--- src/rtl/traffic_pkg.sv ---
// Shared traffic-light definitions: lamp colours, driver FSM states, fault codes.
package traffic_pkg;

  localparam int unsigned LAMP_W = 3;
  localparam int unsigned CODE_W = 2;

  localparam logic [LAMP_W-1:0] RED    = 3'b100;
  localparam logic [LAMP_W-1:0] YELLOW = 3'b010;
  localparam logic [LAMP_W-1:0] GREEN  = 3'b001;
  localparam logic [LAMP_W-1:0] OFF    = 3'b000;

  localparam logic [CODE_W-1:0] FC_NONE     = 2'b00;
  localparam logic [CODE_W-1:0] FC_ENCODING = 2'b01;
  localparam logic [CODE_W-1:0] FC_CONFLICT = 2'b10;

  typedef enum logic [1:0] {
    STARTUP = 2'd0,
    NORMAL  = 2'd1,
    FAULT   = 2'd2,
    RECOVER = 2'd3
  } state_t;

  function automatic logic is_one_hot(input logic [LAMP_W-1:0] code);
    return (code == RED) || (code == YELLOW) || (code == GREEN);
  endfunction

endpackage

--- src/rtl/traffic_lamp_driver_if.sv ---
// Controller-to-lamp-driver signal bundle.
interface traffic_lamp_driver_if;
  import traffic_pkg::*;

  logic [LAMP_W-1:0] ns_in;
  logic [LAMP_W-1:0] ew_in;
  logic              fault_clr;
  logic [LAMP_W-1:0] ns_lamp;
  logic [LAMP_W-1:0] ew_lamp;
  logic              fault;
  logic [CODE_W-1:0] fault_code;

  modport master (
    output ns_in, ew_in, fault_clr,
    input  ns_lamp, ew_lamp, fault, fault_code
  );

  modport slave (
    input  ns_in, ew_in, fault_clr,
    output ns_lamp, ew_lamp, fault, fault_code
  );
endinterface

--- src/rtl/tl_blink_gen.sv ---
// Blink phase generator; phase_c is the phase that will hold after the next edge (1 = ON).
module tl_blink_gen #(
  parameter int unsigned BLINK_HALF = 4
) (
  input  logic clk,
  input  logic rst,
  input  logic en,
  input  logic clr,
  output logic phase_c
);
  localparam int unsigned CW = $clog2(BLINK_HALF + 1);

  logic [CW-1:0] cnt;
  logic [CW-1:0] cnt_next;
  logic          phase;
  logic          phase_next;

  always_comb begin
    cnt_next   = cnt;
    phase_next = phase;
    if (clr) begin
      cnt_next   = CW'(0);
      phase_next = 1'b1;
    end else if (en) begin
      if (cnt == CW'(BLINK_HALF - 1)) begin
        cnt_next   = CW'(0);
        phase_next = ~phase;
      end else begin
        cnt_next = cnt + CW'(1);
      end
    end
  end

  always_ff @(posedge clk or posedge rst) begin
    if (rst) begin
      cnt   <= CW'(0);
      phase <= 1'b1;
    end else begin
      cnt   <= cnt_next;
      phase <= phase_next;
    end
  end

  assign phase_c = phase_next;
endmodule

--- src/rtl/traffic_lamp_driver.sv ---
// Lamp driver and conflict monitor: passes legal codes, latches faults, flashes yellow, all-red clearance.
module traffic_lamp_driver
  import traffic_pkg::*;
#(
  parameter int unsigned FAULT_PERSIST = 2,
  parameter int unsigned BLINK_HALF    = 4,
  parameter int unsigned ALLRED_CYCLES = 3
) (
  input logic                  clk,
  input logic                  rst,
  traffic_lamp_driver_if.slave bus
);
  localparam int unsigned PW = $clog2(FAULT_PERSIST + 1);
  localparam int unsigned TW = $clog2(ALLRED_CYCLES + 1);

  state_t            state;
  state_t            state_next;
  logic [PW-1:0]     persist;
  logic [PW-1:0]     persist_next;
  logic [TW-1:0]     timer;
  logic [TW-1:0]     timer_next;
  logic [LAMP_W-1:0] ns_next;
  logic [LAMP_W-1:0] ew_next;
  logic              fault_next;
  logic [CODE_W-1:0] code_next;

  logic enc_err;
  logic conflict;
  logic illegal;
  logic trip;
  logic timeout;
  logic phase_c;

  assign enc_err  = !is_one_hot(bus.ns_in) || !is_one_hot(bus.ew_in);
  assign conflict = !enc_err && (bus.ns_in != RED) && (bus.ew_in != RED);
  assign illegal  = enc_err || conflict;
  assign trip     = (state != FAULT) && illegal && (persist == PW'(FAULT_PERSIST - 1));
  assign timeout  = (timer == TW'(ALLRED_CYCLES - 1));

  tl_blink_gen #(
    .BLINK_HALF(BLINK_HALF)
  ) u_blink (
    .clk    (clk),
    .rst    (rst),
    .en     (state == FAULT),
    .clr    (state != FAULT),
    .phase_c(phase_c)
  );

  // Next state, counters and lamp drive; lamps follow the state being entered.
  always_comb begin
    state_next   = state;
    persist_next = PW'(0);
    timer_next   = TW'(0);
    fault_next   = bus.fault;
    code_next    = bus.fault_code;

    if ((state != FAULT) && illegal) persist_next = persist + PW'(1);

    case (state)
      STARTUP, RECOVER: begin
        if (timeout) state_next = NORMAL;
        else         timer_next = timer + TW'(1);
      end
      NORMAL: ;
      FAULT: begin
        if (bus.fault_clr && !illegal) begin
          state_next = RECOVER;
          fault_next = 1'b0;
          code_next  = FC_NONE;
        end
      end
      default: state_next = STARTUP;
    endcase

    if (trip) begin
      state_next   = FAULT;
      persist_next = PW'(0);
      timer_next   = TW'(0);
      fault_next   = 1'b1;
      code_next    = {conflict, enc_err};
    end

    case (state_next)
      NORMAL: begin
        ns_next = bus.ns_in;
        ew_next = bus.ew_in;
      end
      FAULT: begin
        ns_next = phase_c ? YELLOW : OFF;
        ew_next = phase_c ? YELLOW : OFF;
      end
      default: begin
        ns_next = RED;
        ew_next = RED;
      end
    endcase
  end

  always_ff @(posedge clk or posedge rst) begin
    if (rst) begin
      state   <= STARTUP;
      persist <= PW'(0);
      timer   <= TW'(0);
    end else begin
      state   <= state_next;
      persist <= persist_next;
      timer   <= timer_next;
    end
  end

  always_ff @(posedge clk or posedge rst) begin
    if (rst) begin
      bus.ns_lamp    <= RED;
      bus.ew_lamp    <= RED;
      bus.fault      <= 1'b0;
      bus.fault_code <= FC_NONE;
    end else begin
      bus.ns_lamp    <= ns_next;
      bus.ew_lamp    <= ew_next;
      bus.fault      <= fault_next;
      bus.fault_code <= code_next;
    end
  end
endmodule
--- src/flat_wrapper.sv ---
// flat-port wrapper written by rule: the top's interface ports become plain ports
module traffic_lamp_driver_flat import traffic_pkg::*;
#(
  parameter int unsigned FAULT_PERSIST = 2,
  parameter int unsigned BLINK_HALF    = 4,
  parameter int unsigned ALLRED_CYCLES = 3
)
  (clk, rst, bus_ns_in, bus_ew_in, bus_fault_clr, bus_ns_lamp, bus_ew_lamp, bus_fault, bus_fault_code);
  traffic_lamp_driver_if bus_i ();
  input logic clk;
  input logic rst;
  input wire logic [$bits(bus_i.ns_in)-1:0] bus_ns_in;
  input wire logic [$bits(bus_i.ew_in)-1:0] bus_ew_in;
  input wire logic [$bits(bus_i.fault_clr)-1:0] bus_fault_clr;
  output wire logic [$bits(bus_i.ns_lamp)-1:0] bus_ns_lamp;
  output wire logic [$bits(bus_i.ew_lamp)-1:0] bus_ew_lamp;
  output wire logic [$bits(bus_i.fault)-1:0] bus_fault;
  output wire logic [$bits(bus_i.fault_code)-1:0] bus_fault_code;
  assign bus_i.ns_in = bus_ns_in;
  assign bus_i.ew_in = bus_ew_in;
  assign bus_i.fault_clr = bus_fault_clr;
  assign bus_ns_lamp = bus_i.ns_lamp;
  assign bus_ew_lamp = bus_i.ew_lamp;
  assign bus_fault = bus_i.fault;
  assign bus_fault_code = bus_i.fault_code;
  traffic_lamp_driver #(.FAULT_PERSIST(FAULT_PERSIST), .BLINK_HALF(BLINK_HALF), .ALLRED_CYCLES(ALLRED_CYCLES)) u_core (.clk(clk), .rst(rst), .bus(bus_i));
endmodule
--- config.mk ---
export PLATFORM = sky130hd
export DESIGN_NAME = traffic_lamp_driver_flat
export DESIGN_NICKNAME = d
export VERILOG_FILES = /design/src/rtl/traffic_pkg.sv /design/src/rtl/traffic_lamp_driver_if.sv /design/src/rtl/tl_blink_gen.sv /design/src/rtl/traffic_lamp_driver.sv /design/src/flat_wrapper.sv
export SDC_FILE = /design/constraint.sdc
export NUM_CORES = 1
export LEC_CHECK = 0
export CAP_MARGIN = 20
export CORE_UTILIZATION = 29
export CTS_BUF_LIST = sky130_fd_sc_hd__clkbuf_8
export DETAILED_ROUTE_END_ITERATION = 10
export PLACE_DENSITY = 0.58
export SYNTH_ARGS = -nofsm -noshare
export SYNTH_HDL_FRONTEND = slang
export SYNTH_SLANG_ARGS = --single-unit
--- constraint.sdc ---
create_clock -name clk -period 4.3 [get_ports clk]
set_input_delay 0.645 -clock clk [delete_from_list [all_inputs] [get_ports clk]]
set_output_delay 0.645 -clock clk [all_outputs]
set_load 0.01 [all_outputs]
==> results of run 1 <==
[stage by stage]
step,utilization,area (um2),hold WS (ns)
after floorplan,-,1030,0.406
after global placement,0.371,1250,0.418
after detailed placement,0.371,1250,0.428
after CTS,0.385,1290,0.438
after global routing,0.385,1290,0.456
final,0.385,1290,0.431
[logic make-up (layout without fill, tap and decap cells)]
| logic type | after synthesis | count (layout) | share of synthesized area |
|---|---|---|---|
| AOI/OAI and AO/OA | 23 | 23 | 0.166 |
| xor gates and xnor gates | 3 | 3 | 0.0255 |
| adders and majority gates | 6 | 6 | 0.0728 |
| buffers and inverters | 10 | 30 | 0.0437 |
| DFF | 19 | 19 | 0.465 |
| muxes | 1 | 1 | 0.0109 |
| and+or+nand+nor | 36 | 36 | 0.216 |
[synthesized netlist by cell type (2+ instances only)]
library cell | count | share of area
sky130_fd_sc_hd__dfstp_2 | 3 | 0.076
sky130_fd_sc_hd__dfrtp_1 | 16 | 0.39
sky130_fd_sc_hd__nand2b_1 | 4 | 0.024
sky130_fd_sc_hd__and2_1 | 2 | 0.012
sky130_fd_sc_hd__ha_1 | 6 | 0.073
sky130_fd_sc_hd__nor2_1 | 8 | 0.029
sky130_fd_sc_hd__nand2_1 | 10 | 0.036
sky130_fd_sc_hd__o21ai_0 | 4 | 0.019
sky130_fd_sc_hd__a21oi_1 | 5 | 0.024
sky130_fd_sc_hd__a211oi_1 | 2 | 0.015
sky130_fd_sc_hd__a21boi_0 | 2 | 0.015
sky130_fd_sc_hd__xor2_1 | 2 | 0.017
sky130_fd_sc_hd__inv_1 | 9 | 0.033
[power by group through the flow]
stage | Clock [mW] | Sequential (mW) | Combinational, mW
after detailed placement | 0 | 0.299 | 0.479
after global routing | 0.134 | 0.304 | 0.553
after CTS | 0.128 | 0.295 | 0.484
final | 0.123 | 0.293 | 0.480
after floorplan | 0 | 0.310 | 0.330
after global placement | 0 | 0.295 | 0.477
[worst paths after layout]
kind                       slack (ns)                               to                        start  depth (start not counted)
max reg2reg                      1.87  u_core.bus.ns_lamp[1]$_DFF_PP0_    u_core.state[0]$_DFF_PP0_                          9
min reg2reg                      0.43      u_core.persist[0]$_DFF_PP0_  u_core.persist[0]$_DFF_PP0_                          1
min in group asynchronous        0.81     u_core.bus.fault$_DFFE_PP0P_                          rst                          2
max in group asynchronous        3.05        u_core.state[0]$_DFF_PP0_                          rst                          2
max                              1.56  u_core.bus.ns_lamp[2]$_DFF_PP1_                 bus_ns_in[1]                          9
min                              0.43      u_core.persist[0]$_DFF_PP0_  u_core.persist[0]$_DFF_PP0_                          1
[sequential cells by signal, indices dropped and copies added, names as in the netlist]
| name | cells |
|---|---|
| u_core.bus.ew_lamp | 3 |
| u_core.bus.fault | 1 |
| u_core.bus.fault_code | 2 |
| u_core.bus.ns_lamp | 3 |
| u_core.persist | 2 |
| u_core.state | 2 |
| u_core.timer | 2 |
| u_core.u_blink.cnt | 3 |
| u_core.u_blink.phase | 1 |
[layer usage]
metal,GRT usage,up-vias,part of all wire
li1,-,382,-
met3,0.0126,4,0.011
met1,0.147,365,0.45
met4,0.0571,0,0.022
met5,0,-,0
met2,0.186,10,0.51
[cell type report]
cell class / instances / area (um2)
tap: 46 / 57.6
inverter: 9 / 33.8
sequential: 19 / 479
fill: 363 / 2070
multi-input combinational: 69 / 507
timing repair buffer: 17 / 170
clock inverter: 1 / 5.00
clock buffer: 3 / 41.3
==> impl_results.md, run 1 <==
* Portion of total power attributed to sequential cells at 0.327
* Placement Setup Slack at 1.33 ns
* Number of enable-type register cells in the synthesized netlist at 0
* Clock buffer depth at 2
* Crit path kind: in2reg
* Crit start category: primary input
* Most frequent standard cell in the layout excluding fill and tap cells: sky130_fd_sc_hd__clkdlybuf4s50_1
* Placer congestion estimate at 0.767
* Fraction of registers with async set/reset at 1.00
* Number of CTS-inserted buffers at 3
* CTS tree: yes
* Max-slew headroom at the worst pin at 0.529
* Area of the placeable core at 3360 um2
* Combinational power share at 0.535
* Internal power consumption at 0.556 mW
* Count of boundary I/O pins at 18
* Data arrival time of the critical path at 2.92 ns
* X dimension of the die at 61.6 um
* Master of the slowest instance on the critical path: sky130_fd_sc_hd__clkdlybuf4s50_1
* Row count at 21
* Number of vias after detailed routing at 761
* GRT Overall Usage at 0.113
* Syn_nets at 113
* Kind of end point of the critical path: flip-flop
* Number of antenna violations at the first check in global routing at 0
* Combined buffer and inverter count along the critical path at 1
* Vias in the first global route at 750
* Post-DRT Antenna Nets at 0
* Count of non-filler cells in the finished layout at 164
* PostCTS Resize Cnt at 0
* Net load switching power at 0.340 mW
* Net switching share of the total power at 0.380
* Sequential area share after synthesis at 0.465
* Worst-path fanout max at 8
* CP max stage delay at 0.58 ns
* RSZ-0062 raised after global routing: no
* Clock edge transition at the registers on the reported setup and hold paths at 0.07 ns
* Initial standard-cell utilization of the core at 0.307
* Maximum clock frequency at 365 MHz
* Count of buffers added by post-CTS timing repair for setup at 0
* Cell family with the largest share of critical-path delay: simple AND/OR/NAND/NOR gates
* Class of the most critical hold timing path: reg2reg
* Power density over the cells at 693 nW/um2
* DP Cell Count at 160
* Worst-case setup margin in the final layout at 1.56 ns
* Part of the cycle the worst path needs at 0.638
* Number of synthesis warnings at 0
* Global-route wire length before repair at 3170 um
* Final Hold Fails at 0
* Max-cap viol count at 0
* Area delta synth->final at 25.5%
* Final-report max-slew violation count at 0
* Post-synthesis average cell area at 10.5 um2
* Number of sinks on the clock net at 19
* Post-synthesis cell area at 1030 um2
* Relative contribution of the clock network to total power at 0.137
* Clock H-tree levels at 1
* Number of nets at the end of the flow at 134
* Post-route setup TNS at 0 ns
* Slew of the pin with the lowest slew margin at 0.706 ns
* # hold bufs at CTS at 0
* DRC violation total after the first TritonRoute iteration at 17
* Worst clock skew on the final layout at 0.00391 ns
* Largest net degree at the start of global routing at 20
* Buffers on Ports at 17
* Min Tclk post-route at 2.74 ns
* Total power at 0.896 mW
* # diodes at 0
* Chain of cells forming the critical path: clkdlybuf4s50_1 -> nand2b_1 -> and4bb_4 -> a211oi_4 -> nor3b_4 -> a221oi_1 -> ha_1 -> nor2b_1 -> a21oi_1
* # DRC at 0
* Status: completed
* Count of cell types in the netlist at 38
* Total wire length at 1770 um
* IR Drop Worst-Case VDD at 0.278 mV
* Proportion of layout cells with a drive suffix above 1 at 0.136
* CTS Root Buffer Type: sky130_fd_sc_hd__clkbuf_8
* Register bit total from synthesis at 19
* Gate count of the mapped netlist at 98
* Average wire per cell in the routed design at 10.8 um
* Detailed-route vias per instance at 4.64
* Clock latency on the worst-skew pair at 0.25 ns
* Total setup violations reported at the end of the flow at 0
* Required time of the worst setup path at 4.48 ns
* Most used cells in the layout excluding fill and tap cells: sky130_fd_sc_hd__clkdlybuf4s50_1, sky130_fd_sc_hd__dfrtp_1, sky130_fd_sc_hd__nand2_1, sky130_fd_sc_hd__inv_1, sky130_fd_sc_hd__nor2_1
* Number of search-and-repair iterations in the first detailed-routing pass at 4
* Final HPWL from detailed placement at 1380 um
* Primary FF master, synth: sky130_fd_sc_hd__dfrtp_1
* Standby leakage power at 0.563 nW
* Total Die Area at 3800 um2
* Overflow after GRT at 0
* Die extent in y at 61.6 um
Power figures use the tool's default switching activity.
==> inputs of run 2 (changes only) <==
--- a/config.mk
+++ b/config.mk
@@ -9,7 +9,7 @@
 export CORE_UTILIZATION = 29
 export CTS_BUF_LIST = sky130_fd_sc_hd__clkbuf_8
 export DETAILED_ROUTE_END_ITERATION = 10
-export PLACE_DENSITY = 0.58
+export PLACE_DENSITY = 0.6
 export SYNTH_ARGS = -nofsm -noshare
 export SYNTH_HDL_FRONTEND = slang
 export SYNTH_SLANG_ARGS = --single-unit
==> constraint.sdc (replaced) <==
create_clock -name clk -period 2.3 [get_ports clk]
set_input_delay 0.345 -clock clk [delete_from_list [all_inputs] [get_ports clk]]
set_output_delay 0.345 -clock clk [all_outputs]
set_load 0.01 [all_outputs]
==> run 2 against run 1 <==
Effect of this change: sequential power is 89% higher; clock power is 90% higher; die area stayed put; combinational power is 100% higher; first-iteration DRC count is 5.9% higher; critical path depth stayed put; hold slack worse by 0.0056 ns; largest cell class unchanged; largest power group unchanged.
==> impl_results.md, run 2 (synthesized netlist as in run 1, its figures left out) <==
* Status: completed
* Number of sinks on the clock net at 19 (unchanged)
* Vias in the first global route at 802 (+6.9%)
* Total wire length at 2040 um (+15%)
* Portion of total power attributed to sequential cells at 0.315 (-0.012)
* Largest net degree at the start of global routing at 20 (unchanged)
* Placement Setup Slack at -0.220 ns (-1.55 ns)
* Placer congestion estimate at 0.775 (+1.1%)
* Data arrival time of the critical path at 2.36 ns (-0.56 ns)
* Number of antenna violations at the first check in global routing at 0 (unchanged)
* Standby leakage power at 0.650 nW (+16%)
* Clock latency on the worst-skew pair at 0.26 ns (about the same)
* Clock edge transition at the registers on the reported setup and hold paths at 0.07 ns (about the same)
* Min Tclk post-route at 2.17 ns
* Count of non-filler cells in the finished layout at 175 (+6.7%)
* Relative contribution of the clock network to total power at 0.133 (-0.004)
* Most frequent standard cell in the layout excluding fill and tap cells: sky130_fd_sc_hd__dfrtp_1
* Number of CTS-inserted buffers at 3 (unchanged)
* CTS tree: yes
* Total Die Area at 3800 um2 (unchanged)
* Area of the placeable core at 3360 um2 (unchanged)
* # hold bufs at CTS at 0 (unchanged)
* PostCTS Resize Cnt at 0 (unchanged)
* WHS Path Cells at 3 (+2)
* Maximum clock frequency at 461 MHz
* R2R setup slack at 0.26 ns (-1.61 ns)
* Net switching share of the total power at 0.385 (+0.00492)
* Row count at 21 (unchanged)
* Area delta synth->final at 36.9%
* Max-slew headroom at the worst pin at 0.533 (+0.00361)
* GRT Overall Usage at 0.123 (+0.0101)
* Total setup violations reported at the end of the flow at 0 (unchanged)
* Cells on worst reg2reg path at 9 (unchanged)
* Total power at 1.76 mW (+96%)
* Crit start category: primary input
* RSZ-0062 raised after global routing: no
* Part of the cycle the worst path needs at 0.943
* Count of boundary I/O pins at 18 (unchanged)
* Net load switching power at 0.677 mW (+99%)
* Combinational power share at 0.552 (+0.017)
* Power density over the cells at 1250 nW/um2 (+80%)
* Crit path kind: in2reg
* Worst-case setup margin in the final layout at 0.130 ns (-1.43 ns)
* Max-cap viol count at 0 (unchanged)
* Hold-critical path endpoint: u_core.bus.ew_lamp[2]$_DFF_PP1_
* Worst clock skew on the final layout at 0.00500 ns (+0.00110 ns)
* Global-route wire length before repair at 3400 um (+7.4%)
* Number of search-and-repair iterations in the first detailed-routing pass at 4 (unchanged)
* Reg-to-Reg Start: u_core.state[1]$_DFF_PP0_
* Count of buffers added by post-CTS timing repair for setup at 0 (unchanged)
* Overflow after GRT at 0 (unchanged)
* Launch point of the worst hold path: bus_ew_in[2]
* Worst r2r dst: u_core.bus.ns_lamp[2]$_DFF_PP1_
* # diodes at 0 (unchanged)
* Proportion of layout cells with a drive suffix above 1 at 0.248 (+0.112)
* Required time of the worst setup path at 2.49 ns (-1.99 ns)
* Regs by FF count: u_core.bus.ew_lamp x3, u_core.bus.ns_lamp x3, u_core.u_blink.cnt x3
* Internal power consumption at 1.08 mW (+95%)
* X dimension of the die at 61.6 um (unchanged)
* Detailed-route vias per instance at 4.61 (-0.74%)
* Die extent in y at 61.6 um (unchanged)
* Final-report max-slew violation count at 0 (unchanged)
* Kind of end point of the critical path: flip-flop
* CTS Root Buffer Type: sky130_fd_sc_hd__clkbuf_8
* # DRC at 0 (unchanged)
* Number of nets at the end of the flow at 145 (+8.2%)
* Final HPWL from detailed placement at 1510 um (+9.8%)
* Average wire per cell in the routed design at 11.6 um (+8.1%)
* Clock H-tree levels at 1 (unchanged)
* Class of the most critical hold timing path: in2reg
* Final Hold Fails at 0 (unchanged)
* Slew of the pin with the lowest slew margin at 0.700 ns (-0.00541 ns)
* DP Cell Count at 171 (+6.9%)
* DRC violation total after the first TritonRoute iteration at 18 (+1)
* Number of vias after detailed routing at 806 (+5.9%)
* Worst-path fanout max at 4 (-4)
* Buffers on Ports at 17 (unchanged)
* Most used cells in the layout excluding fill and tap cells: sky130_fd_sc_hd__dfrtp_1, sky130_fd_sc_hd__clkdlybuf4s50_1, sky130_fd_sc_hd__buf_4, sky130_fd_sc_hd__nand2_1, sky130_fd_sc_hd__inv_1
* Initial standard-cell utilization of the core at 0.307 (unchanged)
* Post-DRT Antenna Nets at 0 (unchanged)
* IR Drop Worst-Case VDD at 0.440 mV (+58%)
* Clock buffer depth at 2 (unchanged)
[run 2: cell count changes in the layout (fill, tap and decap cells not counted), sizes merged]
cell           change
dlymetal6s2s       +3
buf               +11
clkdlybuf4s50      -3
[run 2: stage by stage]
stage                     utilization  area (um2)  setup TNS, ns  hold slack, ns
after floorplan                     -        1030              0           0.294
after global placement          0.395        1330         -0.984           0.417
after detailed placement        0.395        1330          -1.20           0.425
after CTS                       0.409        1380              0           0.435
after global routing            0.420        1410              0           0.452
final                           0.420        1410              0           0.426
[run 2: layout make-up]
class / count / area [um2]
sequential: 19 / 479
clock inverter: 1 / 5.00
clock buffer: 3 / 41.3
timing repair buffer: 28 / 260
tap: 46 / 57.6
fill: 360 / 1950
multi-input combinational: 69 / 534
inverter: 9 / 33.8
[run 2: power by group through the flow]
stage	sequential (mW)	combinational, mW	clock, mW
after detailed placement	0.560	0.941	0
after CTS	0.555	0.950	0.240
after floorplan	0.580	0.616	0
after global routing	0.573	1.09	0.253
after global placement	0.551	0.917	0
final	0.555	0.970	0.234
[run 2: critical path: stages]
cell and delay, ns:
sky130_fd_sc_hd__clkdlybuf4s50_1 0.47, sky130_fd_sc_hd__nand2b_1 0.19, sky130_fd_sc_hd__and4bb_4 0.32, sky130_fd_sc_hd__a211oi_4 0.05, sky130_fd_sc_hd__nor3b_4 0.17, sky130_fd_sc_hd__a221o_2 0.31, sky130_fd_sc_hd__ha_1 0.21, sky130_fd_sc_hd__nor2b_1 0.14
sky130_fd_sc_hd__a21oi_1 0.15
[run 2: how the worst max path moves through the flow]
stage | cells past startpoint | to | start | slack, ns
floorplan | 8 | u_core.bus.ew_lamp[2]$_DFF_PP1_ | bus_ew_in[0] | 0.34
global placement | 9 | u_core.bus.ns_lamp[2]$_DFF_PP1_ | bus_ew_in[2] | -0.19
detailed placement | 9 | u_core.bus.ns_lamp[2]$_DFF_PP1_ | bus_ew_in[2] | -0.22
CTS | 9 | u_core.bus.ns_lamp[2]$_DFF_PP1_ | bus_ew_in[2] | 0.04
global route | 9 | u_core.bus.ns_lamp[2]$_DFF_PP1_ | bus_ns_in[2] | 0.03
finish | 9 | u_core.bus.ns_lamp[2]$_DFF_PP1_ | bus_ns_in[1] | 0.13
[run 2: per-layer routing]
metal,routed length [um],global-route usage
met3,38,0.00630
met1,914,0.149
met5,0,0
met4,69,0.0857
met2,1010,0.209
==> inputs of run 3 (changes only) <==
--- a/config.mk
+++ b/config.mk
@@ -5,7 +5,6 @@
 export SDC_FILE = /design/constraint.sdc
 export NUM_CORES = 1
 export LEC_CHECK = 0
-export CAP_MARGIN = 20
 export CORE_UTILIZATION = 29
 export CTS_BUF_LIST = sky130_fd_sc_hd__clkbuf_8
 export DETAILED_ROUTE_END_ITERATION = 10
==> results of run 3 <==
The final DEF is identical to that of run 2; final timing and power are the same.
